`src/rtl/ram_port_arbiter.sv`:
```
`default_nettype none
// ============================================================================
// ram_port_arbiter : round-robin two-port front end for a single-port RAM
// Rev 1.0 - initial release
// ============================================================================
module ram_port_arbiter #(
  parameter  int WIDTH = 32,
  parameter  int DEPTH = 1024,
  localparam int AW    = $clog2(DEPTH),
  localparam int SW    = WIDTH / 8
) (
  input  logic             i_clock,
  input  logic             i_reset_n,
  input  logic             i_m0_req,
  input  logic             i_m0_we,
  input  logic [AW-1:0]    i_m0_addr,
  input  logic [WIDTH-1:0] i_m0_wdata,
  input  logic [SW-1:0]    i_m0_wstrb,
  output logic             o_m0_gnt,
  output logic             o_m0_rvalid,
  output logic [WIDTH-1:0] o_m0_rdata,
  input  logic             i_m1_req,
  input  logic             i_m1_we,
  input  logic [AW-1:0]    i_m1_addr,
  input  logic [WIDTH-1:0] i_m1_wdata,
  input  logic [SW-1:0]    i_m1_wstrb,
  output logic             o_m1_gnt,
  output logic             o_m1_rvalid,
  output logic [WIDTH-1:0] o_m1_rdata,
  output logic             o_ram_write_en,
  output logic [AW-1:0]    o_ram_addr,
  output logic [WIDTH-1:0] o_ram_data_i,
  input  logic [WIDTH-1:0] i_ram_data_o
);

  typedef enum logic [1:0] {
    S_IDLE      = 2'd0,
    S_ACCESS    = 2'd1,
    S_RMW_READ  = 2'd2,
    S_RMW_WRITE = 2'd3
  } state_t;

  state_t           r_state;
  logic             r_last;
  logic             r_id;
  logic             r_we;
  logic [AW-1:0]    r_addr;
  logic [WIDTH-1:0] r_wdata;
  logic [SW-1:0]    r_wstrb;
  logic             r_ram_we;
  logic [AW-1:0]    r_ram_addr;
  logic [WIDTH-1:0] r_ram_data;
  logic             r_rv0;
  logic             r_rv1;
  logic [WIDTH-1:0] r_rd0;
  logic [WIDTH-1:0] r_rd1;

  logic             w_idle;
  logic             w_gnt0;
  logic             w_gnt1;
  logic             w_s_we;
  logic [AW-1:0]    w_s_addr;
  logic [WIDTH-1:0] w_s_wdata;
  logic [SW-1:0]    w_s_wstrb;
  logic             w_s_partial;
  logic [WIDTH-1:0] w_merge;

  // Grant is combinational so the requester sees it in the cycle it is accepted.
  assign w_idle = (r_state == S_IDLE);
  assign w_gnt1 = w_idle & i_reset_n & i_m1_req & (~i_m0_req | ~r_last);
  assign w_gnt0 = w_idle & i_reset_n & i_m0_req & ~w_gnt1;

  assign w_s_we      = w_gnt1 ? i_m1_we    : i_m0_we;
  assign w_s_addr    = w_gnt1 ? i_m1_addr  : i_m0_addr;
  assign w_s_wdata   = w_gnt1 ? i_m1_wdata : i_m0_wdata;
  assign w_s_wstrb   = w_gnt1 ? i_m1_wstrb : i_m0_wstrb;
  assign w_s_partial = w_s_we & (w_s_wstrb != {SW{1'b1}}) & (w_s_wstrb != {SW{1'b0}});

  for (genvar i = 0; i < SW; i++) begin : g_merge
    assign w_merge[8*i +: 8] = r_wstrb[i] ? r_wdata[8*i +: 8] : i_ram_data_o[8*i +: 8];
  end

  always_ff @(posedge i_clock) begin
    if (!i_reset_n) begin
      r_state    <= S_IDLE;
      r_last     <= 1'b1;
      r_id       <= 1'b0;
      r_we       <= 1'b0;
      r_addr     <= '0;
      r_wdata    <= '0;
      r_wstrb    <= '0;
      r_ram_we   <= 1'b0;
      r_ram_addr <= '0;
      r_ram_data <= '0;
      r_rv0      <= 1'b0;
      r_rv1      <= 1'b0;
      r_rd0      <= '0;
      r_rd1      <= '0;
    end else begin
      r_rv0 <= 1'b0;
      r_rv1 <= 1'b0;
      case (r_state)
        S_IDLE: begin
          r_ram_we <= 1'b0;
          if (w_gnt0 | w_gnt1) begin
            r_id       <= w_gnt1;
            r_last     <= w_gnt1;
            r_we       <= w_s_we;
            r_addr     <= w_s_addr;
            r_wdata    <= w_s_wdata;
            r_wstrb    <= w_s_wstrb;
            r_ram_addr <= w_s_addr;
            r_ram_data <= w_s_wdata;
            if (w_s_partial) begin
              r_state <= S_RMW_READ;
            end else begin
              // An all-zero strobe write walks through ACCESS without touching the RAM.
              r_ram_we <= w_s_we & (|w_s_wstrb);
              r_state  <= S_ACCESS;
            end
          end
        end
        S_ACCESS: begin
          r_ram_we <= 1'b0;
          if (!r_we) begin
            if (r_id) begin
              r_rv1 <= 1'b1;
              r_rd1 <= i_ram_data_o;
            end else begin
              r_rv0 <= 1'b1;
              r_rd0 <= i_ram_data_o;
            end
          end
          r_state <= S_IDLE;
        end
        S_RMW_READ: begin
          r_ram_data <= w_merge;
          r_ram_we   <= 1'b1;
          r_ram_addr <= r_addr;
          r_state    <= S_RMW_WRITE;
        end
        S_RMW_WRITE: begin
          r_ram_we <= 1'b0;
          r_state  <= S_IDLE;
        end
        default: begin
          r_ram_we <= 1'b0;
          r_state  <= S_IDLE;
        end
      endcase
    end
  end

  assign o_m0_gnt       = w_gnt0;
  assign o_m1_gnt       = w_gnt1;
  assign o_m0_rvalid    = r_rv0;
  assign o_m1_rvalid    = r_rv1;
  assign o_m0_rdata     = r_rd0;
  assign o_m1_rdata     = r_rd1;
  assign o_ram_write_en = r_ram_we;
  assign o_ram_addr     = r_ram_addr;
  assign o_ram_data_i   = r_ram_data;

endmodule
`default_nettype wire

```
`config.mk`:
```
export PLATFORM = sky130hd
export DESIGN_NAME = ram_port_arbiter
export DESIGN_NICKNAME = d
export VERILOG_FILES = /design/src/rtl/ram_port_arbiter.sv
export SDC_FILE = /design/constraint.sdc
export NUM_CORES = 1
export LEC_CHECK = 0
export ABC_AREA = 1
export CORE_MARGIN = 2
export CORE_UTILIZATION = 40
export CTS_CLUSTER_DIAMETER = 120
export DETAILED_ROUTE_END_ITERATION = 12
export MAX_ROUTING_LAYER = met4
export PLACE_DENSITY_LB_ADDON = 0.15
export SLEW_MARGIN = 0
export SYNTH_ARGS = -nofsm -noshare
export SYNTH_HDL_FRONTEND = slang
export SYNTH_SLANG_ARGS = --single-unit
```
`constraint.sdc`:
```
create_clock -name i_clock -period 1.3 [get_ports i_clock]
set_clock_uncertainty 0.05 [all_clocks]
set_input_delay 0.195 -clock i_clock [delete_from_list [all_inputs] [get_ports i_clock]]
set_output_delay 0.195 -clock i_clock [all_outputs]
set_load 0.05 [all_outputs]
```
==> impl_metrics.tcl, run 1 <==
set metrics [dict create \
    status "complete, but fails checks" \
    failed_checks "setup timing" \
    dp_cells 1361 \
    syn_to_final_growth_pct 84.39 \
    r2r_slack_ns -0.48 \
    cts_hold_buf 0 \
    met2_length_microns 12280 \
    drc 0 \
    async_flop_share_pct 0 \
    nets 1327 \
    multi_input_area_sq_um 3244 \
    final_cells 1428 \
    grt_pass1_wl_microns 36030 \
    synth_area_leaders "dfxtp_1 (48%), nor2_1 (11%), nand2_1 (9.1%)" \
    hp-class "in2reg" \
    n_antenna_cell 0 \
    min_to "o_m1_rvalid" \
    r2r-end "o_ram_addr[9]" \
    wl_per_cell_microns 17.47 \
    power.total_w 0.01524 \
    synth-edff-count 0 \
    first_global_vias 6913 \
    synth_ff_type "dfxtp_1" \
    fmax_ghz 0.5629 \
    wl_met1_microns 10850 \
    drt_iter0_drc 369 \
    min_period_over_period_pct 136.7 \
    cts-root-buf "clkbuf_16" \
    vias_per_cell 5.106 \
    clk_latency_ns 0.42 \
    worstSetupEndpointType "flop" \
    die_area_sq_um 17640 \
    antenna_found_initial 0 \
    synth_top_area_share_pct 48.27 \
    crit_fanout 6 \
    synth_cells 905 \
    leakage_nw 4.962 \
    grt_max_degree 72 \
    cts_buffer_depth 2 \
    overflow 0 \
    vdd_drop_max_mv 0.9044 \
    design_area_sq_um 12240 \
    synth_most_common_cell "nor2_1" \
    io_pins 241 \
    via_count 7292 \
    ys_seq_area_share_pct 48.27 \
    power_density_nw_per_um2 1246 \
    die_x_microns 132.8 \
    hold_viol 0 \
    ys_seq_elements 160 \
    maxSlewViolCount 0 \
    top_layer_used "met4" \
    relSlewSlack_pct 56.84 \
    wl_met3_microns 1317 \
    synth_top_cell_by_area "dfxtp_1" \
    syn_area_per_cell_sq_um 7.333 \
    finalCriticalPeriod_ns 1.777 \
    ys_types 27 \
    htreeDepth 4 \
    cts_sinks 160 \
    synthTopCellsByCount "nor2_1 (189), nand2_1 (161), dfxtp_1 (160)" \
    setup_ws_ns -0.4767 \
    rsz0062_at_grt "yes" \
    seqCellArea_sq_um 3208 \
    synth_warnings 0 \
    holdPathStages 4 \
    totalWireLength_microns 24940 \
    final_core_util_pct 74.58 \
    fin_hold_ws_ns 0.3310 \
    setup_viol 127 \
    initial_utilization_pct 40.45 \
    syn_area_sq_um 6636 \
    drt-pass1-iter-count 5 \
    cts_buffers 17 \
    startpoint_type "flop" \
    core_area_sq_um 16410 \
    tritoncts "yes" \
    r2r-start "r_state[1]" \
    gp_congestion 0.8049 \
    hpwl_microns 15470 \
    worstPathArrival_ns 2.04 \
    path_class "reg2reg" \
    rr_worst_depth 13 \
    gr-usage-all-layers_pct 26.36 \
    fillerInstances 1139 \
    die_h_microns 132.8 \
    worst_slew_pin_slew_ns 0.6475 \
    synthesis.nets 1035 \
    antenna_left 0 \
    clk_pin_slew_ns 0.06 \
    port_buffers 240 \
    rows 47 \
    place_area_sq_um 10750 \
    max_cap_violations 0 \
    drive_above_1_share_pct 27.48 \
    hold_start "i_reset_n" \
    worst_ep_required_time_ns 1.57 \
]
timing repair:
| item | 4_1_cts | 5_1_grt |
|---|---|---|
| endpoints found under the setup margin | 96 | 159 |
| cloned | 2 | 12 |
| resized for setup | 20 | 106 |
| buffers inserted | 9 | 16 |
| pin swaps | 8 | 43 |
sequential cells by signal, indices dropped and copies added (netlist names):
| signal | cells |
|---|---|
| r_state | 2 |
| o_m1_rvalid | 1 |
| o_m0_rdata | 32 |
| o_ram_addr | 10 |
| r_we | 1 |
| r_addr | 10 |
| o_m0_rvalid | 1 |
| o_ram_write_en | 1 |
| r_id | 1 |
| r_last | 1 |
| o_m1_rdata | 32 |
| o_ram_data_i | 32 |
| r_wdata | 32 |
| r_wstrb | 4 |
layer usage:
layer / GRT usage [%] / up-vias
met5: - / -
met4: 9.020 / 0
met1: 32.30 / 3467
met3: 5.479 / 36
met2: 43.26 / 227
li1: - / 3562
critical path, stage by stage, from the launching register on:
cell,delay (ns)
dfxtp_2,0.34
inv_2,0.08
nand2_4,0.07
nor2_8,0.14
buf_6,0.14
nand2_8,0.10
nand2_8,0.12
nor2_4,0.06
buf_4,0.16
clkbuf_16,0.16
nand2_1,0.07
nand3_1,0.08
nand2_1,0.07
inv_1,0.04
stage by stage:
stage	worst slack, ns	setup TNS (ns)
final	-0.4767	-36.49
after global routing	-0.5282	-44.74
after CTS	-0.3946	-29.35
after detailed placement	-0.6732	-56.78
after global placement	-0.6340	-53.46
after floorplan	-0.1168	-6.015
logic make-up after synthesis:
kind of cell | synth area share [%]
compound gates | 20.66
buf+inv | 7.956
simple gates | 23.11
flops | 48.27
placed cells by master (no fill, tap or decap), types with 3 or more instances in the layout:
master and instances:
o21ai_1 18, dfxtp_1 156, o21ai_2 13, a31oi_1 32
o211ai_1 38, clkdlybuf4s50_1 128, nand2_2 14, nor2_1 173
nand2_4 12, clkinvlp_4 4, inv_1 51, a21oi_1 42
nand3_1 9, buf_12 122, nand2_1 139, nand3_2 6
clkinv_2 3, buf_8 8, inv_2 4, a21oi_2 6
buf_6 17, nor2_4 7, buf_4 49, o21ai_0 77
clkbuf_16 27, nor2_2 12, dfxtp_2 4, or2_4 6
o21bai_1 8
cell type report:
cell class / instances / share of cell area (%)
Timing Repair Buffer: 337 / 38.56
Multi-Input combinational cell: 623 / 26.51
Sequential cell: 160 / 26.22
Clock buffer: 20 / 3.650
Tap cell: 220 / 2.249
Inverter: 58 / 1.881
Clock inverter: 10 / 0.9305
report_power, final:
part,switching (W),leakage [nW],internal (W)
registers,0.000364,1.31,0.00530
logic,0.00241,3.39,0.00234
clock network,0.00198,0.264,0.00285
worst max path at each step:
stage | startpoint | end
3_3_place_gp | i_m0_req | o_ram_write_en
4_1_cts | r_state[1] | o_m1_gnt
2_1_floorplan | r_state[1] | o_ram_data_i[29]
5_1_grt | r_state[1] | o_ram_addr[0]
3_5_place_dp | i_m0_req | o_ram_data_i[18]
6_report | r_state[1] | o_ram_addr[9]
(Power assumes the default switching activity.)
==> run 2: changes to the inputs <==
Settings changed: PLACE_DENSITY from default to 0.81, PLACE_DENSITY_LB_ADDON 0.15 to default.
Clock period 1.3 ns to 2.1 ns, I/O delays scaled along.
==> run 2 against run 1 <==
Net effect:
- the flow now finishes without violations
- cell area fell by 19%
- count of clock-buffer cells in the layout fell by 3
- combinational power fell by 57%
- register-to-register slack improved by 0.81 ns
- die area did not move
- hold slack improved by 0.027 ns
- sequential share of layout area rose by 6.0 points
- clock power fell by 38%
- critical path depth fell by 7
- via count fell by 7.6%
- setup slack improved by 0.58 ns
- total power fell by 44%
- largest power group unchanged
==> impl_metrics.tcl, run 2 (synthesis gave the netlist of run 1 again) <==
set metrics [dict create \
    rsz0062_at_grt "no" \
    design_area_sq_um 9945 \
    wl_per_cell_microns 15.40 \
    fin_hold_ws_ns 0.3577 \
    htreeDepth 4 \
    worst_ep_required_time_ns 1.74 \
    first_global_vias 6546 \
    core_area_sq_um 16410 \
    cts_buffer_depth 2 \
    vdd_drop_max_mv 0.5574 \
    crit_path_end "o_m1_gnt" \
    layout_common_cells "clkdlybuf4s50_1 (237), nor2_1 (188), nand2_1 (161), dfxtp_1 (159), o21ai_0 (104)" \
    cts_buffers 17 \
    cts-root-buf "clkbuf_16" \
    antenna_left 0 \
    relSlewSlack_pct 46.27 \
    gp_congestion 0.8488 \
    r2r_slack_ns 0.33 \
    tritoncts "yes" \
    clk_latency_ns 0.42 \
    dp_cells 1328 \
    hp-class "in2reg" \
    startpoint_type "flop" \
    r2r-end "o_ram_addr[5]" \
    final_cells 1361 \
    startpoint "r_state[0]" \
    initial_utilization_pct 40.45 \
    io_pins 241 \
    path_class "reg2out" \
    cp_slowest_cell "dfxtp_2" \
    rr_worst_depth 10 \
    nets 1258 \
    power.total_w 0.008498 \
    worst_slew_pin_slew_ns 0.8059 \
    status "finished clean" \
    die_x_microns 132.8 \
    worstPathArrival_ns 1.63 \
    worstSetupEndpointType "primary output" \
    overflow 0 \
    rows 47 \
    antenna_found_initial 0 \
    n_antenna_cell 0 \
    tns_ns 0 \
    crit_fanout 14 \
    hold_viol 0 \
    die_h_microns 132.8 \
    gr-usage-all-layers_pct 24.52 \
    max_cap_violations 0 \
    finalCriticalPeriod_ns 1.999 \
    maxSlewViolCount 0 \
    via_count 6735 \
    power_density_nw_per_um2 854.6 \
    clk_pin_slew_ns 0.07 \
    place_area_sq_um 9359 \
    fillerInstances 1426 \
    syn_to_final_growth_pct 49.85 \
    cts_sinks 160 \
    drive_above_1_share_pct 7.625 \
    grt_max_degree 77 \
    grt_pass1_wl_microns 33640 \
    setup_viol 0 \
    fmax_ghz 0.5002 \
    min_period_over_period_pct 95.20 \
    die_area_sq_um 17640 \
    totalWireLength_microns 20960 \
    vias_per_cell 4.949 \
    crit_chain "nor2_1 -> nand2_1 -> nor2_4 -> buf_12 -> buf_4 -> buf_12" \
    leakage_nw 3.879 \
    final_common_cell "clkdlybuf4s50_1" \
    drt_iter0_drc 360 \
    port_buffers 240 \
    drt-pass1-iter-count 5 \
    hpwl_microns 14630 \
    max_stage_delay_ns 0.36 \
    r2r-start "r_state[0]" \
    cp_common_cell "buf_12" \
    cts_hold_buf 0 \
    drc 0 \
]
## run 2: cell count changes in the layout (fill, tap and decap cells not counted), sizes merged
cell | before | now
buf | 198 | 32
clkdlybuf4s50 | 128 | 237
clkbuf | 30 | 17
inv | 59 | 66
clkinv | 3 | 6
clkinvlp | 4 | 1
bufinv | 2 | 0
bufbuf | 1 | 0
nand2 | 167 | 166
## run 2: how the worst min path moves through the flow
| stage | startpoint | end | slack (ns) | cells after the start |
|---|---|---|---|---|
| detailed placement | r_addr[5] | r_addr[5] | 0.40 | 2 |
| finish | i_reset_n | r_last | 0.36 | 6 |
| global route | i_reset_n | r_last | 0.37 | 6 |
| CTS | i_reset_n | r_last | 0.35 | 6 |
| floorplan | r_last | r_last | 0.38 | 2 |
| global placement | r_last | r_last | 0.39 | 2 |
## run 2: report_power, final
part	leakage [nW]	switching [W]	total [W]	internal, W
registers	1.31	0.000158	0.00344	0.00328
clock network	0.282	0.00142	0.00300	0.00158
logic	2.29	0.00125	0.00206	0.000809
total	3.88	0.00283	0.00850	0.00567
## run 2: per-stage QoR
| step | util, % | setup slack [ns] |
|---|---|---|
| 2_1_floorplan | - | 0.04832 |
| 4_1_cts | 60.60 | 0.009538 |
| 6_report | 60.61 | 0.1007 |
| 3_3_place_gp | 57.04 | 0.06581 |
| 3_5_place_dp | 57.04 | 0.02635 |
| 5_1_grt | 60.61 | 0.004488 |
## run 2: layout make-up
type / count / area, sq um / share of cell area (%)
Clock buffer: 17 / 425.4 / 4.278
Clock inverter: 15 / 151.4 / 1.522
Inverter: 58 / 217.7 / 2.189
Multi-Input combinational cell: 622 / 2923 / 29.39
Sequential cell: 160 / 3204 / 32.22
Tap cell: 220 / 275.3 / 2.768
Timing Repair Buffer: 269 / 2748 / 27.63
## run 2: critical path, delay by kind of cell (launching register included)
| kind | cells | cell delay [ns] |
|---|---|---|
| AND/OR/NAND/NOR | 3 | 0.37 |
| buffers and inverters | 3 | 0.48 |
| flip-flops | 1 | 0.36 |
## run 2: metal layers
layer,wire length (microns),global-route usage (%),share of wire (%),vias up
li1,-,-,-,3403
met1,8947,28.66,43,3082
met2,10390,41.82,50,222
met3,1217,5.517,5.8,28
met4,407,7.945,1.9,0
met5,0,-,0,-
## run 2: timing repair
item | 4_1_cts | 5_1_grt
hold endpoints to repair | 0 | 0
setup buffers | 1 | 0
setup endpoints to repair | 2 | 2
pin swaps | 1 | 1
resized for setup | 0 | 1
==> run 3: changes to the inputs <==
Settings changed: CORE_UTILIZATION 40 to 48, CTS_CLUSTER_SIZE from default to 10, PLACE_DENSITY 0.81 to 0.93.
==> run 3 against run 2 <==
Net effect:
- routed wire length up 1.5%
- sequential power about the same
- flip-flop and latch count unchanged
- combinational power barely moved
- hold slack improved by 0.029 ns
- count of clock-buffer cells in the layout up 3
- setup slack got worse by 0.00074 ns
- core utilization increased by 13 points
- via count increased by 5.5%
==> impl_metrics.tcl, run 3 (synthesis gave the netlist of run 1 again) <==
set metrics [dict create \
    drc 0 \
    io_pins 241 \
    hp-class "in2reg" \
    cp_top_family "flip-flops" \
    seqCellArea_sq_um 3203 \
    r2r-end "o_ram_addr[8]" \
    grt_pass1_wl_microns 33870 \
    startpoint_type "flop" \
    power_density_nw_per_um2 851.2 \
    rr_worst_depth 10 \
    maxSlewViolCount 0 \
    r2r_slack_ns 0.30 \
    path_class "reg2out" \
    cts_buffers 17 \
    port_buffers 240 \
    final_common_cell "clkdlybuf4s50_1" \
    startpoint "r_state[0]" \
    die_h_microns 121.6 \
    wl_met3_microns 1688 \
    hold_viol 0 \
    wl_per_cell_microns 16.15 \
    n_antenna_cell 0 \
    tns_ns 0 \
    cp_slowest_cell "dfxtp_1" \
    htreeDepth 4 \
    die_area_sq_um 14780 \
    setup_viol 0 \
    clk_pin_slew_ns 0.06 \
    gp_congestion 0.8550 \
    crit_buf_inv 2 \
    setup_ws_ns 0.1000 \
    fin_hold_ws_ns 0.3869 \
    first_global_vias 6955 \
    cts_resized 0 \
    max_stage_delay_ns 0.45 \
    drt_iter0_drc 640 \
    drt-pass1-iter-count 6 \
    hpwl_microns 14770 \
    tritoncts "yes" \
    hold_start "i_reset_n" \
    max_cap_violations 0 \
    dp_cells 1284 \
    vias_per_cell 5.392 \
    rsz0062_at_grt "no" \
    clk_latency_ns 0.41 \
    totalWireLength_microns 21280 \
    antenna_found_initial 0 \
    layout_common_cells "clkdlybuf4s50_1 (237), nor2_1 (188), nand2_1 (161), dfxtp_1 (160), o21ai_0 (104)" \
    r2r-start "r_state[0]" \
    cts_sinks 160 \
    min_to "r_last" \
    multi_input_area_sq_um 2913 \
    min_period_over_period_pct 95.24 \
    cts-root-buf "clkbuf_16" \
    cts_hold_buf 0 \
    crit_chain "nor2_1 -> nand2_1 -> nor2_4 -> buf_12 -> nor2_1 -> buf_4" \
    place_ws_ns 0.02206 \
    overflow 0 \
    met2_length_microns 10690 \
    vdd_drop_max_mv 0.6394 \
    syn_to_final_growth_pct 47.76 \
    finalCriticalPeriod_ns 2.000 \
    holdPathStages 6 \
    rows 42 \
    worst_slew_pin_slew_ns 0.8155 \
    gr-usage-all-layers_pct 29.76 \
    relSlewSlack_pct 45.63 \
    grt_max_degree 77 \
    cts_buffer_depth 2 \
    top_layer_used "met4" \
    fillerInstances 990 \
    die_x_microns 121.6 \
    worst_ep_required_time_ns 1.74 \
    core_area_sq_um 13350 \
    via_count 7106 \
    wl_met1_microns 8380 \
    leakage_nw 3.842 \
    antenna_left 0 \
    final_cells 1318 \
    initial_utilization_pct 49.72 \
    nets 1260 \
    crit_fanout 11 \
    status "finished clean" \
    power.total_w 0.008347 \
    worstSetupEndpointType "primary output" \
    worstPathArrival_ns 1.63 \
    cp_common_cell "nor2_1" \
    fmax_ghz 0.5000 \
    drive_above_1_share_pct 7.356 \
]
run 3: cell count changes in the layout (fill, tap and decap cells not counted), moves of 2 or more:
cell | previous run | this run
buf_4 | 20 | 26
clkinvlp_4 | 1 | 5
inv_8 | 4 | 0
inv_6 | 4 | 0
clkinv_4 | 3 | 0
clkinv_8 | 2 | 0
clkbuf_1 | 0 | 2
buf_12 | 11 | 7
clkinv_2 | 1 | 5
run 3: final cells by class:
| type | instances | area share (%) |
|---|---|---|
| Tap cell | 176 | 2.246 |
| Sequential cell | 160 | 32.67 |
| Inverter | 58 | 2.220 |
| Clock inverter | 11 | 0.9442 |
| Clock buffer | 20 | 4.555 |
| Multi-Input combinational cell | 622 | 29.71 |
| Timing Repair Buffer | 271 | 27.66 |
run 3: worst register-to-register path: stages (launching register included):
cell      delay, ns
dfxtp_1        0.45
nor2_1         0.07
nand2_1        0.14
nor2_4         0.08
buf_4          0.15
buf_4          0.14
or2_2          0.27
o211ai_1       0.11
nand3_1        0.11
nand2_1        0.09
inv_1          0.04
run 3: per-layer routing:
metal  up-vias  global-route usage (%)
met5         -                       -
li1       3413                       -
met3        48                   5.478
met4         0                   12.79
met1      3269                   34.46
met2       376                   50.70
run 3: power breakdown:
group	leakage, nW	internal [W]	switching, W
logic	2.28	0.000794	0.00126
clock network	0.253	0.00164	0.00121
registers	1.31	0.00328	0.000167
run 3: worst max-delay path by stage:
| stage | to | slack, ns | depth (start not counted) |
|---|---|---|---|
| after floorplan | o_m0_gnt | 0.05 | 6 |
| after global placement | o_ram_write_en | 0.09 | 10 |
| after detailed placement | o_ram_data_i[2] | 0.02 | 11 |
| after CTS | o_m0_gnt | 0.02 | 6 |
| after global routing | o_m0_gnt | 0.002 | 6 |
| final | o_m0_gnt | 0.10 | 6 |
run 3: repair_timing:
item                                   in CTS  in global routing
endpoints found under the hold margin       0                  0
setup buffers                               0                  3
setup endpoints to repair                   0                  1
run 3: per-stage QoR:
stage / util [%] / area [sq um]
after floorplan: - / 6636
after global routing: 73.46 / 9806
after global placement: 69.25 / 9244
after detailed placement: 69.25 / 9244
final: 73.46 / 9806
after CTS: 73.29 / 9783
